## config.mk

```make
export PLATFORM = sky130hd
export DESIGN_NAME = reg_file_gen_flat
export DESIGN_NICKNAME = d
export VERILOG_FILES = /design/src/rtl/reg_file_gen_if.sv /design/src/rtl/reg_file_gen.sv /design/src/flat_wrapper.sv
export SDC_FILE = /design/constraint.sdc
export NUM_CORES = 1
export LEC_CHECK = 0
export CAP_MARGIN = 20
export CORE_UTILIZATION = 28
export DETAILED_ROUTE_END_ITERATION = 16
export GPL_ROUTABILITY_DRIVEN = 0
export PLACE_DENSITY = 0.49
export SYNTH_ARGS = -nofsm -noshare
export SYNTH_HDL_FRONTEND = slang
export SYNTH_SLANG_ARGS = --single-unit
```

## constraint.sdc

```tcl
create_clock -name clk -period 4.8 [get_ports clk]
set_input_delay 1.2 -clock clk [delete_from_list [all_inputs] [get_ports clk]]
set_output_delay 1.2 -clock clk [all_outputs]
set_load 0.01 [all_outputs]
```

## src/rtl/reg_file_gen_if.sv

```systemverilog
// Bus bundle for reg_file_gen: write port, two read ports, pending scoreboard and init status.
interface reg_file_gen_if #(
    parameter int DATA_W = 32,
    parameter int ADDR_W = 5
);
    logic              wr_en;
    logic [ADDR_W-1:0] wr_addr;
    logic [DATA_W-1:0] wr_data;
    logic [ADDR_W-1:0] rd_addr1;
    logic [ADDR_W-1:0] rd_addr2;
    logic [DATA_W-1:0] rd_data1;
    logic [DATA_W-1:0] rd_data2;
    logic              pend_set;
    logic [ADDR_W-1:0] pend_addr;
    logic              rd_pend1;
    logic              rd_pend2;
    logic              init_busy;

    modport master (
        output wr_en, wr_addr, wr_data, rd_addr1, rd_addr2, pend_set, pend_addr,
        input  rd_data1, rd_data2, rd_pend1, rd_pend2, init_busy
    );

    modport slave (
        input  wr_en, wr_addr, wr_data, rd_addr1, rd_addr2, pend_set, pend_addr,
        output rd_data1, rd_data2, rd_pend1, rd_pend2, init_busy
    );
endinterface

```

## src/rtl/reg_file_gen.sv

```systemverilog
// Register file with 2 combinational read ports, pending-write scoreboard and post-reset clear sweep.
// Define REG_FILE_GEN_BYPASS_EN for write-first forwarding on same-cycle read/write.
module reg_file_gen #(
    parameter int DATA_W   = 32,
    parameter int ADDR_W   = 5,
    parameter int ZERO_REG = 1
) (
    input  logic          clk,
    input  logic          rst,
    reg_file_gen_if.slave bus
);
    // state | meaning
    // CLEAR | sweep zeroes one register per cycle; bus ignored, reads forced to 0
    // IDLE  | normal read/write operation
    typedef enum logic {CLEAR, IDLE} state_t;

    localparam int DEPTH   = 2 ** ADDR_W;
    localparam bit ZERO_EN = (ZERO_REG != 0);

    state_t            state_q, state_d;
    logic [ADDR_W-1:0] clr_ptr_q, clr_ptr_d;
    logic [DATA_W-1:0] mem [DEPTH];
    logic [DEPTH-1:0]  pend_q;
    logic              busy, wr_fire, wr_keep, pend_ok;
    logic [ADDR_W-1:0] ra [2];
    logic [DATA_W-1:0] rd [2];
    logic              rp [2];

    always_ff @(posedge clk or posedge rst) begin
        if (rst) begin
            state_q   <= CLEAR;
            clr_ptr_q <= '0;
        end else begin
            state_q   <= state_d;
            clr_ptr_q <= clr_ptr_d;
        end
    end

    always_comb begin
        state_d   = state_q;
        clr_ptr_d = clr_ptr_q;
        busy      = 1'b0;
        if (state_q == CLEAR) begin
            busy      = 1'b1;
            clr_ptr_d = clr_ptr_q + 1'b1;
            if (clr_ptr_q == ADDR_W'(DEPTH - 1))
                state_d = IDLE;
        end
    end

    assign wr_fire = bus.wr_en && !busy;
    assign wr_keep = wr_fire && !(ZERO_EN && bus.wr_addr == '0);
    assign pend_ok = bus.pend_set && !busy && !(ZERO_EN && bus.pend_addr == '0);

    // No reset on storage: rst forces CLEAR, so busy already blocks writes during reset.
    always_ff @(posedge clk) begin
        if (busy)
            mem[clr_ptr_q] <= '0;
        else if (wr_keep)
            mem[bus.wr_addr] <= bus.wr_data;
    end

    // Set is applied after clear so a same-index set wins.
    always_ff @(posedge clk or posedge rst) begin
        if (rst) begin
            pend_q <= '0;
        end else begin
            if (wr_fire)
                pend_q[bus.wr_addr] <= 1'b0;
            if (pend_ok)
                pend_q[bus.pend_addr] <= 1'b1;
        end
    end

    assign ra[0] = bus.rd_addr1;
    assign ra[1] = bus.rd_addr2;

    always_comb begin
        for (int p = 0; p < 2; p++) begin
            rd[p] = mem[ra[p]];
            rp[p] = pend_q[ra[p]];
`ifdef REG_FILE_GEN_BYPASS_EN
            if (wr_fire && ra[p] == bus.wr_addr) begin
                rd[p] = bus.wr_data;
                rp[p] = pend_ok && (bus.pend_addr == ra[p]);
            end
`endif
            if (ZERO_EN && ra[p] == '0) begin
                rd[p] = '0;
                rp[p] = 1'b0;
            end
            if (busy) begin
                rd[p] = '0;
                rp[p] = 1'b0;
            end
        end
    end

    assign bus.rd_data1  = rd[0];
    assign bus.rd_data2  = rd[1];
    assign bus.rd_pend1  = rp[0];
    assign bus.rd_pend2  = rp[1];
    assign bus.init_busy = busy;
endmodule
```

## src/flat_wrapper.sv

```systemverilog
// flat-port wrapper written by rule: the top's interface ports become plain ports
module reg_file_gen_flat 
#(
    parameter int DATA_W   = 32,
    parameter int ADDR_W   = 5,
    parameter int ZERO_REG = 1
)
  (clk, rst, bus_wr_en, bus_wr_addr, bus_wr_data, bus_rd_addr1, bus_rd_addr2, bus_pend_set, bus_pend_addr, bus_rd_data1, bus_rd_data2, bus_rd_pend1, bus_rd_pend2, bus_init_busy);
  reg_file_gen_if #(.DATA_W(DATA_W), .ADDR_W(ADDR_W)) bus_i ();
  input  logic clk;
  input  logic rst;
  input wire logic [$bits(bus_i.wr_en)-1:0] bus_wr_en;
  input wire logic [$bits(bus_i.wr_addr)-1:0] bus_wr_addr;
  input wire logic [$bits(bus_i.wr_data)-1:0] bus_wr_data;
  input wire logic [$bits(bus_i.rd_addr1)-1:0] bus_rd_addr1;
  input wire logic [$bits(bus_i.rd_addr2)-1:0] bus_rd_addr2;
  input wire logic [$bits(bus_i.pend_set)-1:0] bus_pend_set;
  input wire logic [$bits(bus_i.pend_addr)-1:0] bus_pend_addr;
  output wire logic [$bits(bus_i.rd_data1)-1:0] bus_rd_data1;
  output wire logic [$bits(bus_i.rd_data2)-1:0] bus_rd_data2;
  output wire logic [$bits(bus_i.rd_pend1)-1:0] bus_rd_pend1;
  output wire logic [$bits(bus_i.rd_pend2)-1:0] bus_rd_pend2;
  output wire logic [$bits(bus_i.init_busy)-1:0] bus_init_busy;
  assign bus_i.wr_en = bus_wr_en;
  assign bus_i.wr_addr = bus_wr_addr;
  assign bus_i.wr_data = bus_wr_data;
  assign bus_i.rd_addr1 = bus_rd_addr1;
  assign bus_i.rd_addr2 = bus_rd_addr2;
  assign bus_i.pend_set = bus_pend_set;
  assign bus_i.pend_addr = bus_pend_addr;
  assign bus_rd_data1 = bus_i.rd_data1;
  assign bus_rd_data2 = bus_i.rd_data2;
  assign bus_rd_pend1 = bus_i.rd_pend1;
  assign bus_rd_pend2 = bus_i.rd_pend2;
  assign bus_init_busy = bus_i.init_busy;
  reg_file_gen #(.DATA_W(DATA_W), .ADDR_W(ADDR_W), .ZERO_REG(ZERO_REG)) u_core (.clk(clk), .rst(rst), .bus(bus_i));
endmodule
```

==> impl_metrics.json <==
{
  "dp_hpwl_mm": 109.1,
  "rsz0062_at_grt": "no",
  "layout.cells.most_common": "edfxtp_1",
  "final_antenna_net_count": 0,
  "reg2reg_slack_ns": 1.46,
  "yosysWarnings": 0,
  "drc": 0,
  "p_sw_share_pct": 23.81,
  "clk_latency_ns": 0.74,
  "skew_ns": 0.03418,
  "p_leak_nw": 21.84,
  "fin_util_pct": 35.02,
  "power.density_nw_per_um2": 340.3,
  "syn_area_um2": 48280,
  "clk_pin_slew_ns": 0.06,
  "post-route-period-util_pct": 100.2,
  "grt.total_usage_pct": 19.50,
  "arrival_ns": 3.61,
  "wl_mm": 172.0,
  "power_frac_comb_pct": 9.8,
  "seqPwrFrac_pct": 48.7,
  "antenna_found_initial": 4,
  "internal_power_mw": 15.56,
  "violations": "negative setup slack",
  "p_sw_mw": 4.862,
  "row_count": 152,
  "die_width_um": 417.2,
  "clock-root-buffer": "clkbuf_16",
  "finalCriticalPeriod_ns": 4.809,
  "die_area_um2": 174100,
  "crit_path_max_fanout": 7,
  "hp-class": "reg2reg",
  "vdd_drop_max_v": 0.0002745,
  "htreeDepth": 3,
  "io_buffers": 122,
  "grt_pass1_vias": 32280,
  "clock-sinks": 1029,
  "cp.required_ns": 3.60,
  "hold_viol": 0,
  "setup_tns_ns": -0.02400,
  "start_util_pct": 28.17,
  "synthFlopType": "edfxtp_1",
  "synth-seq-area-share_pct": 63.62,
  "cp-end-kind": "output port",
  "clockPowerShare_pct": 41.5,
  "synth_area_per_cell_um2": 15.86,
  "status": "finished, violations left",
  "wl_per_cell_um": 29.57,
  "finalNetCount": 3471,
  "design_power_total_mw": 20.42,
  "worst_slew_pin_slew_ns": 1.078,
  "grt_max_degree": 46,
  "drt-pass1-iter-count": 6,
  "setup_violations": 3,
  "area_growth_pct": 24.32,
  "fillerInstances": 16320,
  "critPathLaunchType": "input pin",
  "ys_ff_latch": 1029,
  "core-area_um2": 171400,
  "maxSlewHeadroom_pct": 28.11,
  "drive_gt1_share_pct": 24.28,
  "drv_slew": 0,
  "pre_cts_ws_ns": -0.4349,
  "num_vias": 31400,
  "die_h_um": 417.2,
  "yosysUniqueCellTypes": 54,
  "synth_edf_count": 992,
  "synth_fp_nets": 3101,
  "grt_pass1_wl_mm": 241.4,
  "syn_inst": 3043,
  "cts_max_path_buffers": 3,
  "fmax_ghz": 0.2079,
  "viasPerCell": 5.397,
  "holdBufCountCts": 0,
  "drv_cap": 0,
  "numCtsBuffers": 113,
  "grt_overflow_total": 0,
  "worst_slack_ns": -0.009312,
  "critPathKind": "in2out",
  "ys_async_sr_fraction_pct": 3.596,
  "final_cell_mix": "edfxtp_1 (992), mux2i_1 (594), buf_4 (241)",
  "ios": 123,
  "first_iter_violations": 3175,
  "cts_tree": "built"
}
==> metrics by stage <==
stage | hold slack, ns | std cells | cell area, um2
after global placement | 0.5049 | 5580 | 55840
after detailed placement | 0.5195 | 5583 | 55910
after floorplan | 0.4826 | 3043 | 48280
after global routing | 0.5661 | 5817 | 60020
final | 0.5355 | 5817 | 60020
after CTS | 0.5333 | 5802 | 59670
==> final timing paths <==
path,startpoint,end,cells after the start
max in group asynchronous,rst,u_core.pend_q[22],3
worst max register to register,u_core.state_q,u_core.mem[13][20],5
worst min-delay path,u_core.pend_q[6],u_core.pend_q[6],2
min in group asynchronous,rst,u_core.clr_ptr_q[0],3
worst min register to register,u_core.pend_q[6],u_core.pend_q[6],2
worst max-delay path,bus_rd_addr2[4],bus_rd_data2[9],10
==> what timing repair did <==
item	4_1_cts	5_1_grt
gates cloned	2	0
buffers inserted	10	4
setup endpoints to repair	62	13
pin swaps	8	11
resized for setup	62	22
==> synthesized netlist by cell type (3+ instances only) <==
| cell | n | share of area, % |
|---|---|---|
| a221oi_1 | 66 | 1.2 |
| a22oi_1 | 199 | 3.1 |
| and2_1 | 35 | 0.45 |
| buf_1 | 7 | 0.054 |
| buf_2 | 97 | 1.0 |
| buf_4 | 10 | 0.16 |
| buf_6 | 4 | 0.093 |
| clkbuf_1 | 134 | 1.0 |
| dfrtp_1 | 37 | 1.9 |
| edfxtp_1 | 992 | 62 |
| inv_1 | 4 | 0.031 |
| mux2_2 | 5 | 0.12 |
| mux2i_1 | 594 | 12 |
| mux4_2 | 198 | 9.2 |
| nand2_1 | 145 | 1.1 |
| nand2b_1 | 4 | 0.052 |
| nand3_1 | 7 | 0.073 |
| nand3b_1 | 12 | 0.19 |
| nand4_1 | 68 | 0.88 |
| nor2_1 | 31 | 0.24 |
| nor2_2 | 3 | 0.039 |
| nor2b_1 | 6 | 0.078 |
| nor3_1 | 12 | 0.12 |
| o21ai_0 | 128 | 1.3 |
| o22ai_1 | 199 | 2.6 |
| or2_2 | 5 | 0.065 |
| or3b_2 | 7 | 0.13 |
| xnor2_1 | 3 | 0.054 |
==> sequential cells by signal, summed over array words and instances, names as in the netlist <==
register	flops
u_core.clr_ptr_q	5
u_core.mem	992
u_core.pend_q	31
u_core.state_q	1
==> power groups by stage <==
stage	Sequential [mW]	Clock [mW]	Combinational (mW)
2_1_floorplan	10.1	0	0.971
3_3_place_gp	10.1	0	1.97
3_5_place_dp	10.1	0	1.98
4_1_cts	9.94	8.63	1.99
5_1_grt	9.94	8.93	2.10
6_report	9.94	8.48	2.00
==> area by class of cell <==
type | count | area [um2] | share of cell area, %
flip-flops and latches | 1029 | 30710 | 51.18
diodes | 2 | 5.005 | 0.008339
multi-input cells | 1757 | 16860 | 28.09
clock buffers | 143 | 2983 | 4.970
well taps | 2310 | 2890 | 4.816
clock inverters | 64 | 554.3 | 0.9236
repair buffers | 508 | 5997 | 9.992
inverters | 4 | 15.01 | 0.02502
==> critical path, cell delays in order <==
cell             delay (ns)
clkdlybuf4s15_1        0.37
buf_4                  0.20
and2_2                 0.17
buf_4                  0.14
nor2b_4                0.30
buf_4                  0.23
buf_12                 0.14
a22oi_1                0.09
nand4_1                0.18
clkdlybuf4s50_1        0.57
==> logic make-up (layout without fill, tap and decap cells) <==
kind of cell               count (synthesis)  in the layout  synth area share [%]
buffers and inverters                    257            719                 2.392
adders and majority gates                  2              2               0.05183
xor gates and xnor gates                   3              3               0.05444
muxes                                    797            797                 21.67
other                                      0              2                     0
AOI/OAI and AO/OA                        606            606                 8.524
and+or+nand+nor                          349            349                 3.685
DFF                                     1029           1029                 63.62
==> layer usage <==
layer  up-vias  part of all wire (%)  global-route usage [%]
met5         -                     0                       0
met4         0                   3.6                   6.848
met3       280                   5.4                   2.839
met2      1088                    50                   33.42
met1     16670                    41                   25.00
li1      13360                     -                       -
Note: power is estimated with default switching activity, not from simulation.
